## src/rtl/tracker_pkg.sv

```systemverilog
// Shared definitions for the entry-occupancy tracker.
package tracker_pkg;

    // Widest table the tracker is built for (256 entries).
    localparam int unsigned MAX_LOG_DEPTH = 8;
    localparam int unsigned MAX_DEPTH     = 1 << MAX_LOG_DEPTH;

    // One-hot decode of an entry index at the maximum table width; callers truncate.
    function automatic logic [MAX_DEPTH-1:0] onehot(input logic [MAX_LOG_DEPTH-1:0] idx);
        logic [MAX_DEPTH-1:0] oh;
        oh      = '0;
        oh[idx] = 1'b1;
        return oh;
    endfunction

endpackage

```

## src/rtl/first_zero_enc.sv

```systemverilog
// Combinational priority encoder: index of the lowest clear bit of vec.
module first_zero_enc #(
    parameter int unsigned LOG_DEPTH = 4
) (
    input  logic [(1<<LOG_DEPTH)-1:0] vec,
    output logic [LOG_DEPTH-1:0]      idx,
    output logic                      none_found
);

    localparam int unsigned DEPTH = 1 << LOG_DEPTH;

    // Scan high to low so the lowest clear bit is the last one written.
    always_comb begin
        idx        = '0;
        none_found = 1'b1;
        for (int i = DEPTH - 1; i >= 0; i--) begin
            if (!vec[i]) begin
                idx        = LOG_DEPTH'(i);
                none_found = 1'b0;
            end
        end
    end

endmodule

```

## src/rtl/valid_vec_tracker.sv

```systemverilog
// Registered occupancy tracker for a table of 2**LOG_DEPTH entries: one alloc and one
// free per cycle, bulk flush, incremental population count and full/empty flags.
module valid_vec_tracker
    import tracker_pkg::*;
#(
    parameter int unsigned LOG_DEPTH = 4
) (
    input  logic                   clk,
    input  logic                   resetN,
    input  logic                   alloc_req,
    output logic                   alloc_gnt,
    output logic [LOG_DEPTH-1:0]   alloc_idx,
    input  logic                   free_vld,
    input  logic [LOG_DEPTH-1:0]   free_idx,
    input  logic                   flush,
    output logic [(1<<LOG_DEPTH)-1:0] valid_vec,
    output logic [LOG_DEPTH:0]     count,
    output logic                   full,
    output logic                   empty,
    output logic                   free_err
);

    localparam int unsigned DEPTH = 1 << LOG_DEPTH;
    localparam int unsigned CW    = LOG_DEPTH + 1;

    logic [DEPTH-1:0] valid_q, valid_d;
    logic [CW-1:0]    count_q, count_d;
    logic             full_q, full_d;
    logic             empty_q, empty_d;
    logic             free_err_q, free_err_d;

    logic             none_found;
    logic             free_eff;
    logic [DEPTH-1:0] free_mask;
    logic [DEPTH-1:0] alloc_mask;

    first_zero_enc #(
        .LOG_DEPTH (LOG_DEPTH)
    ) u_first_zero_enc (
        .vec        (valid_q),
        .idx        (alloc_idx),
        .none_found (none_found)
    );

    // Grant depends only on registered state; none_found mirrors full_q by construction.
    always_comb begin
        alloc_gnt = alloc_req && !full_q && !none_found;
    end

    // Next-state: flush wins; otherwise apply free then alloc and track count incrementally.
    always_comb begin
        free_eff   = free_vld && valid_q[free_idx];
        free_mask  = DEPTH'(onehot(MAX_LOG_DEPTH'(free_idx)));
        alloc_mask = DEPTH'(onehot(MAX_LOG_DEPTH'(alloc_idx)));

        valid_d    = valid_q;
        count_d    = count_q;
        free_err_d = 1'b0;

        if (flush) begin
            valid_d = '0;
            count_d = '0;
        end else begin
            if (free_eff) begin
                valid_d = valid_d & ~free_mask;
            end
            if (alloc_gnt) begin
                valid_d = valid_d | alloc_mask;
            end
            count_d    = count_q + CW'(alloc_gnt) - CW'(free_eff);
            free_err_d = free_vld && !valid_q[free_idx];
        end

        full_d  = (count_d == CW'(DEPTH));
        empty_d = (count_d == '0);
    end

    // State register with asynchronous active-low reset.
    always_ff @(posedge clk or negedge resetN) begin
        if (!resetN) begin
            valid_q    <= '0;
            count_q    <= '0;
            full_q     <= 1'b0;
            empty_q    <= 1'b1;
            free_err_q <= 1'b0;
        end else begin
            valid_q    <= valid_d;
            count_q    <= count_d;
            full_q     <= full_d;
            empty_q    <= empty_d;
            free_err_q <= free_err_d;
        end
    end

    assign valid_vec = valid_q;
    assign count     = count_q;
    assign full      = full_q;
    assign empty     = empty_q;
    assign free_err  = free_err_q;

endmodule

```

## config.mk

```make
export PLATFORM = sky130hd
export DESIGN_NAME = valid_vec_tracker
export DESIGN_NICKNAME = d
export VERILOG_FILES = /design/src/rtl/tracker_pkg.sv /design/src/rtl/first_zero_enc.sv /design/src/rtl/valid_vec_tracker.sv
export SDC_FILE = /design/constraint.sdc
export NUM_CORES = 1
export LEC_CHECK = 0
export ABC_AREA = 1
export CAP_MARGIN = 20
export CORE_ASPECT_RATIO = 0.5
export CORE_MARGIN = 8
export CORE_UTILIZATION = 30
export CTS_CLUSTER_SIZE = 25
export DETAILED_ROUTE_END_ITERATION = 12
export PLACE_DENSITY = 0.59
export REMOVE_ABC_BUFFERS = 1
export SLEW_MARGIN = 20
export SYNTH_ARGS = -nofsm -noshare
export SYNTH_HDL_FRONTEND = slang
export SYNTH_SLANG_ARGS = --single-unit
export TNS_END_PERCENT = 1
```

## constraint.sdc

```tcl
create_clock -name clk -period 3.88 [get_ports clk]
set_input_delay 0.388 -clock clk [delete_from_list [all_inputs] [get_ports clk]]
set_output_delay 0.388 -clock clk [all_outputs]
set_load 0.02 [all_outputs]
```

# Yosys cells after proc, flatten, opt, wreduce, memory -nomap -nowiden
# Index checks and enable logic that the tools add are counted.
# classes
bitwise	3
mux	44
n_lt_le_gt_ge	5
n_eq_ne	1
n_reduce_logical	10
add_sub_neg	2
# op_table
cell	n
two-way mux 16 bit	4
two-way mux 4 bit	16
two-way mux 1 bit	20
< comparator 4 x 9 -> 1 bit, second input constant	2
bitwise AND 16 bit	1
inverter 16 bit	1
bitwise OR 16 bit	1
demux 1 bit (select 4 bit)	2
greater-or-equal comparator 4 x 1 -> 1 bit, second input constant	2
logical AND 1 bit	6
adder 5 x 1 -> 5 bit	1
equality test 5 bit, second input constant	1
zero test 5 bit	1
< comparator 4 x 5 -> 1 bit, second input constant	1
two-way mux 5 bit	1
subtractor 5 x 1 -> 5 bit	1
binary-select mux 1 bit (select 4 bit)	1
zero test 1 bit	3
# word_totals
elab_cells	70
ff_bits	24
out_inout_bits	29

# Longest topological paths before layout
# logic_depth
ltp_word	23
ltp_mapped	21
ltp_nobuf	20

# Cells and area by module
# A second synthesis with hierarchy kept.
# unflattened
cells_unflattened	267
area_unflattened_um2	1808.0
# by_module_without_submodules
mod	seq_area_each_um2	cells_each	area_per_inst_um2	n_inst
valid_vec_tracker	601.8	229	1644.1	1
first_zero_enc	0.0	38	163.9	1

# Worst setup path after synthesis
# OpenSTA, ideal clock, no wires.
# synth_path
kind	input to register
startpoint	input port free_idx[1]
endpoint	register full_q (netlist: full)
setup_ns	0.086
required_ns	3.794
slack_ns	0.872
arrival_ns	2.922
cell_stages	17
cell_sequence	inv_1 -> nand2_1 -> inv_2 -> a22o_1 -> o21ai_1 -> nand4_1 -> nand2_2 -> buf_6 -> inv_1 -> ha_1 -> inv_1 -> ha_1 -> fa_1 -> nor2_1 -> nor2_1 -> or4_1 -> nor3_1
# synth_via
elab_chain_len	6
# synth_lines
item	line	rtl
start, declared	valid_vec_tracker.sv:14	input logic [LOG_DEPTH-1:0] free_idx,
binary-select mux 1 bit (select 4 bit)	valid_vec_tracker.sv:52	free_eff = free_vld && valid_q[free_idx];
two-way mux 1 bit (implied by the code)	valid_vec_tracker.sv:52	
logical AND 1 bit	valid_vec_tracker.sv:52	
subtractor 5 x 1 -> 5 bit	valid_vec_tracker.sv:70	count_d = count_q + CW'(alloc_gnt) - CW'(free_eff);
two-way mux 5 bit	valid_vec_tracker.sv:60	if (flush) begin
via count_d[2]	valid_vec_tracker.sv:27	logic [CW-1:0] count_q, count_d;
equality test 5 bit	valid_vec_tracker.sv:74	full_d = (count_d == CW'(DEPTH));
via full_d	valid_vec_tracker.sv:28	logic full_q, full_d;
end signal, assigned	valid_vec_tracker.sv:89	full_q <= full_d;
end, declared	valid_vec_tracker.sv:28	
# The timed path passes the listed nets, and every way through them passes these cells. The select of a mux whose other input is x is not followed.

# Worst setup path in the final report
# layout_path
startpoint	input port free_idx[0]
endpoint	register full_q (netlist: full)
# The elaborated chain is that of the path after synthesis.

==> flow_metrics.tcl <==
set metrics [dict create \
    finalMaxSlewViolations 0 \
    synth.area.top_cells "dfrtp_1, nand2_1, inv_1" \
    initial_core_util_pct 30.55 \
    final_common_cell "nand2_1" \
    max_cap_viol_count 0 \
    status "finished, final reports clean" \
    path_common_cell "inv_1" \
    crit_arrival_ns 3.60 \
    viasPerCell 4.955 \
    cellPowerDensity_nw_per_um2 383.7 \
    slowest_delay_ns 0.52 \
    avgSynthCellArea_um2 7.361 \
    synth_top_area_cell "dfrtp_1" \
    die_h_um 68.31 \
    wl_met3_um 275 \
    final_cell_mix "nand2_1, clkdlybuf4s50_1, inv_1" \
    highest_layer "met4" \
    clk_root_buffer_cell "clkbuf_8" \
    postLayoutCellArea_um2 2145 \
    met2_length_um 2446 \
    worst_setup_path_end_kind "register" \
    grt_pass1_vias 1684 \
    cts_repair_resize_count 0 \
    syn_inst 223 \
    num_vias 1650 \
    fp.dieW_um 120.6 \
    grt_max_degree 25 \
    rsz0062_at_grt "false" \
    leakagePower_nw 0.8732 \
    cts-buffers-inserted 3 \
    htreeDepth 1 \
    hold_buffers 0 \
    final.min_clock_period_ns 3.407 \
    netlist_area_um2 1642 \
    ant_nets 0 \
    slew_headroom_pct 47.81 \
    critPathMaxFanout 7 \
    synth_top_area_share_pct 35.06 \
    syn_to_final_growth_pct 30.64 \
    pin_count 38 \
    num-nets-final 276 \
    clkLatencyLatePin_ns 0.27 \
    ys_seq_area_share_pct 36.66 \
    wirelength_um 4916 \
    cts_tree "yes" \
    post-dp-hpwl_um 3788 \
    tightest_slew_ns 0.7805 \
    worstPathCellList "clkdlybuf4s50_1 -> nor2_1 -> inv_1 -> o22ai_1 -> o21ai_1 -> nand4_1 -> nand2_2 -> inv_1 -> ha_1 -> inv_1 -> ha_1 -> fa_1 -> inv_1 -> nor2_1 -> or4_1 -> nor3_1" \
    drcViolationCount 0 \
    required_ns 4.08 \
    yosys_warnings 0 \
    critPathKind "in2reg" \
    clockBufferDepth 2 \
    num-fill-cells 578 \
    setup_viol 0 \
    ys_ff_latch 24 \
    skew_ns 0.007148 \
    slowest_stage "or4_1" \
    place_area_um2 2073 \
    clock_sinks 24 \
    fin_crit_sh_pct 87.81 \
    num_rows 19 \
    startpoint_type "input port" \
    yosysUniqueCellTypes 33 \
    drt_iter0_drc 87 \
    antenna_found_initial 0 \
    drive_above_1_share_pct 9.231 \
    grt_overflow 0 \
    grt_pass1_wl_um 8211 \
    track_usage_pct 12.47 \
    finalSetupTns_ns 0 \
    wl_per_cell_um 14.76 \
    postCtsSetupBuffers 0 \
    drt_pass1_iterations 4 \
    gp_congestion 0.9187 \
    ff2ff_setup_slack_ns 0.94 \
    hold_class "in2async" \
    fp.coreArea_um2 5373 \
    dieArea_um2 8238 \
    hold_slack_ns 0.09020 \
    met1_length_um 2167 \
    antenna_cells 0 \
    max_freq_mhz 293.5 \
    portBuffers 37 \
    cts.reportedPaths.clkPinSlew_ns 0.09 \
    irDropWorstVdd_mv 0.2119 \
    finalHoldViolCount 0 \
]
## cells in the mapped netlist, drive strengths merged
cell type / count
nand2: 64
inv: 28
dfrtp: 23
nor2: 21
a21oi: 17
o21ai: 16
nand3: 13
nand4: 13
nor3: 6
ha: 5
buf: 4
o31ai: 3
a31oi: 2
a22o: 1
clkbuf: 1
dfstp: 1
fa: 1
nor4: 1
o22ai: 1
or4: 1
xnor2: 1
## worst paths after layout
| check | start | end | depth (start not counted) |
|---|---|---|---|
| hold / removal | resetN | count[1]$_DFF_PN0_ | 1 |
| setup / recovery | free_idx[0] | full$_DFF_PN0_ | 16 |
| hold reg to reg | valid_vec[15]$_DFF_PN0_ | valid_vec[15]$_DFF_PN0_ | 2 |
| setup reg to reg | valid_vec[2]$_DFF_PN0_ | full$_DFF_PN0_ | 14 |
| min in group clk | valid_vec[15]$_DFF_PN0_ | valid_vec[15]$_DFF_PN0_ | 2 |
| max in group asynchronous | resetN | valid_vec[4]$_DFF_PN0_ | 1 |
## report_power, final
group	internal, mW	total [mW]	leakage [nW]	switching [mW]
clock network	0.138	0.223	0.0357	0.0851
logic	0.121	0.296	0.513	0.175
registers	0.281	0.304	0.325	0.0233
total	0.540	0.823	0.873	0.283
## critical path, delay by kind of cell
family	cells	cell delay, ns
and+or+nand+nor	6	1.39
adders and majority gates	3	0.81
AOI/OAI and AO/OA	2	0.23
buffers and inverters	5	0.78
## flip-flops by register name, summed over array words and instances (netlist names)
name,cells
valid_vec,16
count,5
empty,1
free_err,1
full,1
## routing by layer
metal	vias to the layer above	track usage, %
met5	-	0
met4	0	4.622
met3	2	2.387
met2	42	22.34
met1	790	14.98
li1	816	-
## layout make-up
type | instances | area (µm²) | share of cell area, %
multi-input cells | 166 | 902.1 | 42.07
well taps | 73 | 91.34 | 4.259
flip-flops and latches | 24 | 601.8 | 28.06
repair buffers | 38 | 372.9 | 17.39
clock buffers | 3 | 41.29 | 1.925
inverters | 28 | 105.1 | 4.901
clock inverters | 1 | 30.03 | 1.400
## kinds of logic after synthesis
kind of cell	Yosys count	synth area share, %
adders and majority gates	6	5.031
AOI/OAI and AO/OA	40	14.02
DFF	24	36.66
buffers and inverters	33	8.384
and+or+nand+nor	119	35.37
xor gates and xnor gates	1	0.5336
## through the flow
stage	power, mW	setup WS, ns	util [%]	std cells
final	0.8229	0.4729	39.92	333
after global routing	0.8809	0.2342	39.92	333
after global placement	0.6043	0.2486	38.68	329
after detailed placement	0.6087	0.1698	38.59	329
after floorplan	0.4875	0.9150	-	218
after CTS	0.8357	0.4561	39.92	333
Note: power is estimated with default switching activity, not from simulation.
